==> config.mk <==
export PLATFORM = sky130hd
export DESIGN_NAME = sound_sequencer
export DESIGN_NICKNAME = d
export VERILOG_FILES = /design/src/rtl/sound_pkg.sv /design/src/rtl/tick_prescaler.sv /design/src/rtl/sound_sequencer.sv
export SDC_FILE = /design/constraint.sdc
export NUM_CORES = 1
export LEC_CHECK = 0
export BUFFER_PORTS_ARGS = -buffer_cell sky130_fd_sc_hd__buf_2
export CELL_PAD_IN_SITES_DETAIL_PLACEMENT = 1
export CELL_PAD_IN_SITES_GLOBAL_PLACEMENT = 2
export CORE_MARGIN = 3
export CORE_UTILIZATION = 39
export DETAILED_ROUTE_END_ITERATION = 8
export HOLD_SLACK_MARGIN = 0.05
export PLACE_DENSITY_LB_ADDON = 0.1
export SYNTH_ARGS = -nofsm -noshare
export SYNTH_HDL_FRONTEND = slang
export SYNTH_SLANG_ARGS = --single-unit
==> constraint.sdc <==
create_clock -name clk -period 3.81 [get_ports clk]
set_clock_uncertainty 0.1 [all_clocks]
set_input_delay 0.5715 -clock clk [delete_from_list [all_inputs] [get_ports clk]]
set_output_delay 0.5715 -clock clk [all_outputs]
set_load 0.005 [all_outputs]
==> src/rtl/sound_pkg.sv <==
// Shared definitions for the sound sequencer: tone codes, event priorities,
// pattern ROM constants and FSM state encoding.
package sound_pkg;

    typedef enum logic [1:0] {
        TONE_MID  = 2'd0,
        TONE_LOW  = 2'd1,
        TONE_HIGH = 2'd2,
        TONE_REST = 2'd3
    } tone_t;

    // Numeric order is the priority order, so a plain compare decides preemption.
    typedef enum logic [1:0] {
        PAT_NONE  = 2'd0,
        PAT_HIT   = 2'd1,
        PAT_POINT = 2'd2,
        PAT_OVER  = 2'd3
    } pat_t;

    typedef enum logic {
        ST_IDLE = 1'b0,
        ST_PLAY = 1'b1
    } state_t;

    localparam logic [2:0] HIT_STEPS   = 3'd1;
    localparam logic [2:0] POINT_STEPS = 3'd2;
    localparam logic [2:0] OVER_STEPS  = 3'd5;

    localparam logic [5:0] HIT_T0   = 6'd5;
    localparam logic [5:0] POINT_T0 = 6'd10;
    localparam logic [5:0] POINT_T1 = 6'd10;
    localparam logic [5:0] OVER_T0  = 6'd20;
    localparam logic [5:0] OVER_T1  = 6'd20;
    localparam logic [5:0] OVER_T2  = 6'd40;
    localparam logic [5:0] OVER_T3  = 6'd10;
    localparam logic [5:0] OVER_T4  = 6'd40;

    function automatic logic [2:0] last_step(pat_t p);
        case (p)
            PAT_HIT:   return HIT_STEPS - 3'd1;
            PAT_POINT: return POINT_STEPS - 3'd1;
            PAT_OVER:  return OVER_STEPS - 3'd1;
            default:   return 3'd0;
        endcase
    endfunction

    function automatic pat_t event_pri(logic hit, logic point, logic over);
        if (over)       return PAT_OVER;
        else if (point) return PAT_POINT;
        else if (hit)   return PAT_HIT;
        else            return PAT_NONE;
    endfunction

endpackage

==> src/rtl/tick_prescaler.sv <==
// Free-running prescaler: one-cycle tick every TICK_DIV clocks, restartable.
module tick_prescaler #(
    parameter int TICK_DIV = 500000
) (
    input  logic clk,
    input  logic hush,
    input  logic restart,
    output logic tick
);

    localparam int CW = (TICK_DIV > 2) ? $clog2(TICK_DIV) : 1;
    localparam logic [CW-1:0] CNT_LAST = CW'(TICK_DIV - 1);

    logic [CW-1:0] cnt;

    always_ff @(posedge clk or negedge hush) begin
        if (!hush)
            cnt <= '0;
        else if (restart || cnt == CNT_LAST)
            cnt <= '0;
        else
            cnt <= cnt + 1'b1;
    end

    assign tick = (cnt == CNT_LAST);

endmodule

==> src/rtl/sound_sequencer.sv <==
// Event-driven tone sequencer feeding the speaker tone generator.
// state   | meaning
// IDLE    | silent, waiting for an event
// PLAY    | stepping through the current pattern
module sound_sequencer
    import sound_pkg::*;
#(
    parameter int TICK_DIV = 500000
) (
    input  logic clk,
    input  logic hush,
    input  logic ev_hit,
    input  logic ev_point,
    input  logic ev_over,
    output logic sw1,
    output logic sw2,
    output logic tone_hush,
    output logic busy
);

    state_t     state;
    pat_t       cur_pat, ev_pri, nxt_pat;
    logic [2:0] step, nxt_step;
    logic [5:0] dur;
    logic       tick, expire, is_last, accept, load;
    tone_t      rom_tone;
    logic [5:0] rom_ticks;

    tick_prescaler #(.TICK_DIV(TICK_DIV)) u_presc (
        .clk     (clk),
        .hush    (hush),
        .restart (load),
        .tick    (tick)
    );

    always_comb begin
        ev_pri   = event_pri(ev_hit, ev_point, ev_over);
        is_last  = (step == last_step(cur_pat));
        expire   = (state == ST_PLAY) && tick && (dur == 6'd1);
        // An event landing on the final expiry edge chains straight into a new pattern.
        accept   = (ev_pri != PAT_NONE) &&
                   ((state == ST_IDLE) || (ev_pri > cur_pat) || (expire && is_last));
        load     = accept || (expire && !is_last);
        nxt_pat  = accept ? ev_pri : cur_pat;
        nxt_step = accept ? 3'd0 : step + 3'd1;

        rom_tone  = TONE_REST;
        rom_ticks = 6'd0;
        case ({nxt_pat, nxt_step})
            {PAT_HIT,   3'd0}: begin rom_tone = TONE_HIGH; rom_ticks = HIT_T0;   end
            {PAT_POINT, 3'd0}: begin rom_tone = TONE_MID;  rom_ticks = POINT_T0; end
            {PAT_POINT, 3'd1}: begin rom_tone = TONE_HIGH; rom_ticks = POINT_T1; end
            {PAT_OVER,  3'd0}: begin rom_tone = TONE_HIGH; rom_ticks = OVER_T0;  end
            {PAT_OVER,  3'd1}: begin rom_tone = TONE_MID;  rom_ticks = OVER_T1;  end
            {PAT_OVER,  3'd2}: begin rom_tone = TONE_LOW;  rom_ticks = OVER_T2;  end
            {PAT_OVER,  3'd3}: begin rom_tone = TONE_REST; rom_ticks = OVER_T3;  end
            {PAT_OVER,  3'd4}: begin rom_tone = TONE_LOW;  rom_ticks = OVER_T4;  end
            default:           begin rom_tone = TONE_REST; rom_ticks = 6'd0;     end
        endcase
    end

    always_ff @(posedge clk or negedge hush) begin
        if (!hush) begin
            state     <= ST_IDLE;
            cur_pat   <= PAT_NONE;
            step      <= 3'd0;
            dur       <= 6'd0;
            sw1       <= 1'b0;
            sw2       <= 1'b0;
            tone_hush <= 1'b0;
            busy      <= 1'b0;
        end else if (load) begin
            state     <= ST_PLAY;
            cur_pat   <= nxt_pat;
            step      <= nxt_step;
            dur       <= rom_ticks;
            sw1       <= (rom_tone == TONE_LOW);
            sw2       <= (rom_tone == TONE_HIGH);
            tone_hush <= (rom_tone != TONE_REST);
            busy      <= 1'b1;
        end else if (expire) begin
            state     <= ST_IDLE;
            cur_pat   <= PAT_NONE;
            step      <= 3'd0;
            dur       <= 6'd0;
            sw1       <= 1'b0;
            sw2       <= 1'b0;
            tone_hush <= 1'b0;
            busy      <= 1'b0;
        end else if (state == ST_PLAY && tick) begin
            dur <= dur - 6'd1;
        end
    end

endmodule

==> results of run 1 <==
==> cells by family (layout without fill, tap and decap cells) <==
family | Yosys count | in the layout
compound gates | 50 | 50
xor+xnor | 20 | 20
fa+ha+maj | 9 | 9
buf+inv | 15 | 28
flops | 34 | 34
mux | 2 | 2
simple gates | 108 | 108
==> where the power goes <==
group / switching (W) / leakage, nW / internal (W)
logic: 0.000534 / 0.570 / 0.000311
clock network: 0.000132 / 0.0573 / 0.000209
registers: 0.0000685 / 0.449 / 0.000437
total: 0.000734 / 1.08 / 0.000957
==> final timing paths <==
kind                                        end  slack (ns)
worst min register to register   u_presc.cnt[0]        0.39
worst max register to register           dur[0]        0.53
max in group asynchronous       u_presc.cnt[14]        2.86
worst max-delay path                     dur[0]        0.53
min in group clk                 u_presc.cnt[0]        0.39
worst min-delay path             u_presc.cnt[3]        0.26
==> metrics by stage <==
| step | hold WS, ns | setup slack, ns |
|---|---|---|
| finish | 0.2582 | 0.5259 |
| global route | 0.3135 | 0.3094 |
| CTS | 0.2892 | 0.4938 |
| detailed placement | 0.3877 | 0.4058 |
| global placement | 0.3760 | 0.4780 |
| floorplan | 0.1759 | 0.5756 |
==> flip-flops by register name, indices dropped and copies added, names as in the netlist <==
register     flops
tone_hush        1
cur_pat          2
sw1              1
state            1
sw2              1
u_presc.cnt     19
dur              6
step             3
==> final cells by class <==
type	count	area, µm²
Fill cell	632	2861
Multi-Input combinational cell	189	1294
Sequential cell	34	850.8
Tap cell	70	87.58
Clock buffer	6	82.58
Timing Repair Buffer	10	55.05
Inverter	11	41.29
Clock inverter	1	30.03
==> synthesized netlist by cell type (3+ instances only) <==
cell type   n
a21oi_1     6
nor3_1      4
inv_1      11
nand3_1    12
xor2_1     10
a21o_1      4
and3_1      5
ha_1        9
o21ai_1     6
dfrtp_1    34
nand2_1    17
nand4_1     5
nor2_1     38
or3_1       4
o21a_1      3
o21ai_0     5
xnor2_1    10
a22oi_1     3
a21boi_1    4
==> worst max-delay path: cells and delay by family (launching register included) <==
kind	cells	cell delay (ns)
AOI/OAI and AO/OA	5	1.01
adders and majority gates	2	0.35
buffers and inverters	2	0.16
DFF	1	0.38
and+or+nand+nor	4	1.18
==> placed cells by master, fill, tap and decap left out, types with 4 or more instances in the layout <==
cell,instances
o21ai_0,5
nand4_1,5
xor2_1,10
a21oi_1,6
nor2_1,38
nor3_1,4
nand2_1,17
a21boi_1,4
and3_1,5
o21ai_1,6
buf_2,8
xnor2_1,10
a21o_1,4
nand3_1,12
dfrtp_1,34
ha_1,9
inv_1,11
clkbuf_8,6
or3_1,4
==> metal layers <==
| layer | wire length, µm | up-vias |
|---|---|---|
| met2 | 2330 | 17 |
| met1 | 2720 | 870 |
| met4 | 41 | 0 |
| met3 | 146 | 5 |
| met5 | 0 | - |
| li1 | - | 876 |
==> results.py, run 1 <==
metrics = {
    "die": {
        "dieHeight_um": 81.29,
        "die-area_um2": 6608,
        "die_w_um": 81.29,
        "fp-row-count": 26,
        "io_pins": 9,
        "start_util_pct": 41.69,
        "core_area_um2": 5303,
    },
    "global_routing": {
        "use_met2_pct": 27.85,
        "grt_pass1_wl_um": 9177,
        "grt-ovfl-total": 0,
        "met3_usage_pct": 3.659,
        "grt.busiest_layer": "met2",
        "grt_pass1_vias": 1792,
        "grt_max_degree": 35,
        "grtUsageTotal_pct": 18.38,
        "antenna_found_initial": 0,
        "met1_usage_pct": 26.69,
    },
    "setup_path": {
        "cp_slowest_stage_delay_ns": 0.41,
        "crit_path_top_delay_cell": "nor4_4",
        "endpoint_kind": "flip-flop",
        "critPathArrivalTime_ns": 3.39,
        "reg2reg_from": "dur[1]",
        "startpoint": "dur[1]",
        "startpoint_type": "flip-flop",
        "required_ns": 3.92,
        "cp_max_fo": 7,
        "path_cells": "inv_1 -> ha_1 -> or3b_1 -> nor4_4 -> nand2_4 -> o21a_1 -> and2_1 -> inv_1 -> ha_1 -> o211ai_1 -> a221oi_2 -> a221oi_1 -> a21oi_1",
        "r2r_cells": 13,
        "crit_type": "reg -> reg",
    },
    "synthesis": {
        "synth_cell_type_count": 55,
        "async_reset_ff_share_pct": 100.0,
        "yosysTopAreaCellShare_pct": 38.48,
        "yosys_register_bits": 34,
        "synth_nets": 252,
        "synth.area.mux_share_pct": 1.132,
        "syn_inst": 238,
        "yosys.area_share.simple_pct": 26.60,
        "synth_warnings": 0,
        "synth.area.top_cells": "dfrtp_1 (38%), nor2_1 (6.5%), ha_1 (5.1%)",
        "synth_top_cell_by_area": "dfrtp_1",
        "synth-compound-area-share_pct": 17.77,
        "synth_top_family_by_area": "simple AND/OR/NAND/NOR gates",
        "syn_avg_cell_area_um2": 9.289,
        "synth_flop_cell": "dfrtp_1",
        "synth_adder_area_share_pct": 5.093,
        "ys_seq_area_share_pct": 38.48,
        "synth_edf_count": 0,
        "mappedNetlistArea_um2": 2211,
        "synth_xor_area_share_pct": 7.923,
    },
    "final_layout": {
        "fin_cells": 321,
        "layout-drive-gt1-share_pct": 12.35,
        "final_cell_area_um2": 2441,
        "finalNetCount": 265,
        "antennaDiodeCount": 0,
        "area_growth_pct": 10.41,
        "final_core_util_pct": 46.04,
    },
    "clock_tree": {
        "numCtsBuffers": 5,
        "cts_buffer_depth": 2,
        "cts.repair.resized": 0,
        "htreeDepth": 2,
        "path_clk_slew_ns": 0.07,
        "root_buffer": "clkbuf_8",
        "postCtsSetupRepairBufs": 0,
        "cts_tree": "done",
        "cts_hold_buf": 0,
        "clk_latency_ns": 0.28,
        "cts_sinks": 34,
    },
    "power": {
        "power_w": 0.001692,
        "p_leak_nw": 1.076,
        "p_per_area_nw_per_um2": 692.9,
        "ir_drop_v": 0.0003588,
    },
    "drt": {
        "routed_via_density": 5.508,
        "vias": 1768,
        "drc": 0,
        "drt-initial-drc-count": 97,
        "wl_per_cell_um": 16.32,
        "dr.pass1.iters": 4,
        "wl_um": 5238,
        "ant_nets": 0,
    },
    "sta": {
        "hold_viol_final": 0,
        "post-route-min-period_ns": 3.284,
        "worst_pin_slew_ns": 0.7676,
        "slew-limit-headroom_pct": 48.83,
        "fin_crit_sh_pct": 86.20,
        "maxSlewViolCount": 0,
        "finalSetupViolCount": 0,
        "max_freq_mhz": 304.5,
        "rsz0062_at_grt": "false",
        "setup_tns_ns": 0,
    },
    "hold_path": {
        "hold_path_class": "in -> async",
    },
    "placement": {
        "placed_cells": 314,
        "place.gp.congestion": 0.7648,
        "port_buffers": 8,
        "place_hpwl_um": 3868,
        "place_area_um2": 2328,
    },
    "outcome": {
        "status": "completed",
    },
    "flow_run": {
        "cap_violations": 0,
    },
}
No activity file was read; power rests on OpenSTA's default activity.
==> run 2, diff against run 1 <==
Settings changed: PLACE_DENSITY set to 0.88, PLACE_DENSITY_LB_ADDON 0.1 to unset.
==> run 2 against run 1 <==
Fmax grew 1.2%. Critical endpoint is now sw2. Largest cell class unchanged. Final area shrank 1.2%. Critical path type unchanged. Largest power group unchanged. Flip-flop and latch count is the same. Highest routed layer unchanged.
==> results.py, run 2 (synthesis gave the netlist of run 1 again) <==
metrics = {
    "clock_tree": {
        "numCtsBuffers": 5,
        "cts_tree": "done",
        "cts_hold_buf": 0,
        "htreeDepth": 2,
        "cts_sinks": 34,
        "root_buffer": "clkbuf_8",
        "cts.repair.resized": 0,
        "path_clk_slew_ns": 0.07,
        "clk_latency_ns": 0.28,
        "cts_buffer_depth": 2,
        "postCtsSetupRepairBufs": 0,
    },
    "final_layout": {
        "layout_commonest_cell": "nor2_1",
        "final-seq-area_um2": 850.8,
        "area_growth_pct": 9.111,
        "final_cell_area_um2": 2412,
        "finalNetCount": 264,
        "largest_register_ffs": 19,
        "multi_input_area_um2": 1294,
        "final_cell_mix": "nor2_1 (38), dfrtp_1 (34), nand2_1 (17)",
        "largest-register": "u_presc.cnt",
        "layout-drive-gt1-share_pct": 11.95,
        "fillers": 629,
        "antennaDiodeCount": 0,
        "largestRegisters": "u_presc.cnt x19, dur x6, step x3",
    },
    "setup_path": {
        "required_ns": 3.92,
        "reg2reg_from": "dur[1]",
        "endpoint_kind": "flip-flop",
        "cp_max_fo": 7,
        "critPathArrivalTime_ns": 3.36,
        "startpoint_type": "flip-flop",
        "crit_type": "reg -> reg",
        "startpoint": "dur[1]",
    },
    "placement": {
        "place_area_um2": 2321,
        "place_hpwl_um": 3825,
        "place.gp.congestion": 0.8690,
        "port_buffers": 8,
    },
    "sta": {
        "setup_tns_ns": 0,
        "max_freq_mhz": 308.2,
        "hold_viol_final": 0,
        "rsz0062_at_grt": "false",
        "fin_crit_sh_pct": 85.17,
        "post-route-min-period_ns": 3.245,
        "slew-limit-headroom_pct": 48.38,
        "hold_ws_ns": 0.2595,
        "maxSlewViolCount": 0,
        "worst_pin_slew_ns": 0.7743,
        "finalSetupViolCount": 0,
    },
    "drt": {
        "vias": 1824,
        "wl_um": 5062,
        "ant_nets": 0,
        "drt-initial-drc-count": 100,
        "dr.pass1.iters": 4,
        "drc": 0,
        "routed_via_density": 5.682,
        "wl_per_cell_um": 15.77,
    },
    "global_routing": {
        "grt_max_degree": 35,
        "met3_usage_pct": 3.437,
        "grt.busiest_layer": "met2",
        "use_met2_pct": 28.34,
        "grtUsageTotal_pct": 17.66,
        "grt-ovfl-total": 0,
        "met1_usage_pct": 24.24,
        "grt_pass1_vias": 1837,
        "grt_pass1_wl_um": 9018,
        "antenna_found_initial": 0,
    },
    "die": {
        "dieHeight_um": 81.29,
        "core_area_um2": 5303,
        "fp-row-count": 26,
        "io_pins": 9,
        "start_util_pct": 41.69,
        "die-area_um2": 6608,
        "die_w_um": 81.29,
    },
    "power": {
        "p_per_area_nw_per_um2": 667.8,
        "ir_drop_v": 0.0002659,
        "p_leak_nw": 1.063,
    },
    "hold_path": {
        "hold_path_class": "in -> async",
    },
    "flow_run": {
        "cap_violations": 0,
    },
    "outcome": {
        "status": "completed",
    },
}
## run 2: changes by cell type in the layout (fill, tap and decap cells not counted)
cell and delta:
clkinv_2 +1, clkbuf_1 +1, buf_4 -1, bufinv_16 -1
## run 2: final cells by class
| class | instances | area share [%] |
|---|---|---|
| inverter | 11 | 1.712 |
| multi-input combinational | 189 | 53.63 |
| clock inverter | 1 | 0.2075 |
| tap | 70 | 3.631 |
| timing repair buffer | 9 | 1.971 |
| clock buffer | 7 | 3.579 |
| sequential | 34 | 35.27 |
## run 2: final timing paths
| check | slack, ns | endpoint | depth (start not counted) |
|---|---|---|---|
| worst max-delay path | 0.56 | sw2 | 13 |
| worst min-delay path | 0.26 | cur_pat[1] | 1 |
| worst max register to register | 0.56 | sw2 | 13 |
| worst min register to register | 0.39 | sw2 | 2 |
| max in group asynchronous | 2.85 | u_presc.cnt[13] | 1 |
| min in group clk | 0.39 | sw2 | 2 |
## run 2: metrics by stage
stage	setup WS (ns)	power, W	std cells	utilization, %
3_5_place_dp	0.4160	0.001353	313	43.77
4_1_cts	0.5738	0.001636	321	45.49
3_3_place_gp	0.4911	0.001336	313	43.77
5_1_grt	0.3260	0.001775	321	45.49
2_1_floorplan	0.5756	0.001148	238	-
6_report	0.5648	0.001611	321	45.49
## run 2: where the power goes
| group | switching, W | total (W) | internal, W |
|---|---|---|---|
| combinational | 0.000518 | 0.000830 | 0.000312 |
| clock | 0.000127 | 0.000273 | 0.000146 |
| sequential | 0.0000711 | 0.000508 | 0.000437 |
| total | 0.000717 | 0.00161 | 0.000894 |
## run 2: metal layers
metal / vias up / wire, µm
met3: 6 / 109
met4: 0 / 51
li1: 879 / -
met2: 16 / 2482
met5: - / 0
met1: 923 / 2419
## run 2: critical path, stage by stage, from the launching register on
cell and delay (ns):
dfrtp_1 0.38, inv_1 0.10, ha_1 0.14, or3b_1 0.41
nor4_4 0.39, nand2_4 0.15, o21a_1 0.27, and2_1 0.20
inv_1 0.06, ha_1 0.23, o211ai_1 0.12, a221oi_2 0.31
o21ai_1 0.15, o21ai_1 0.14
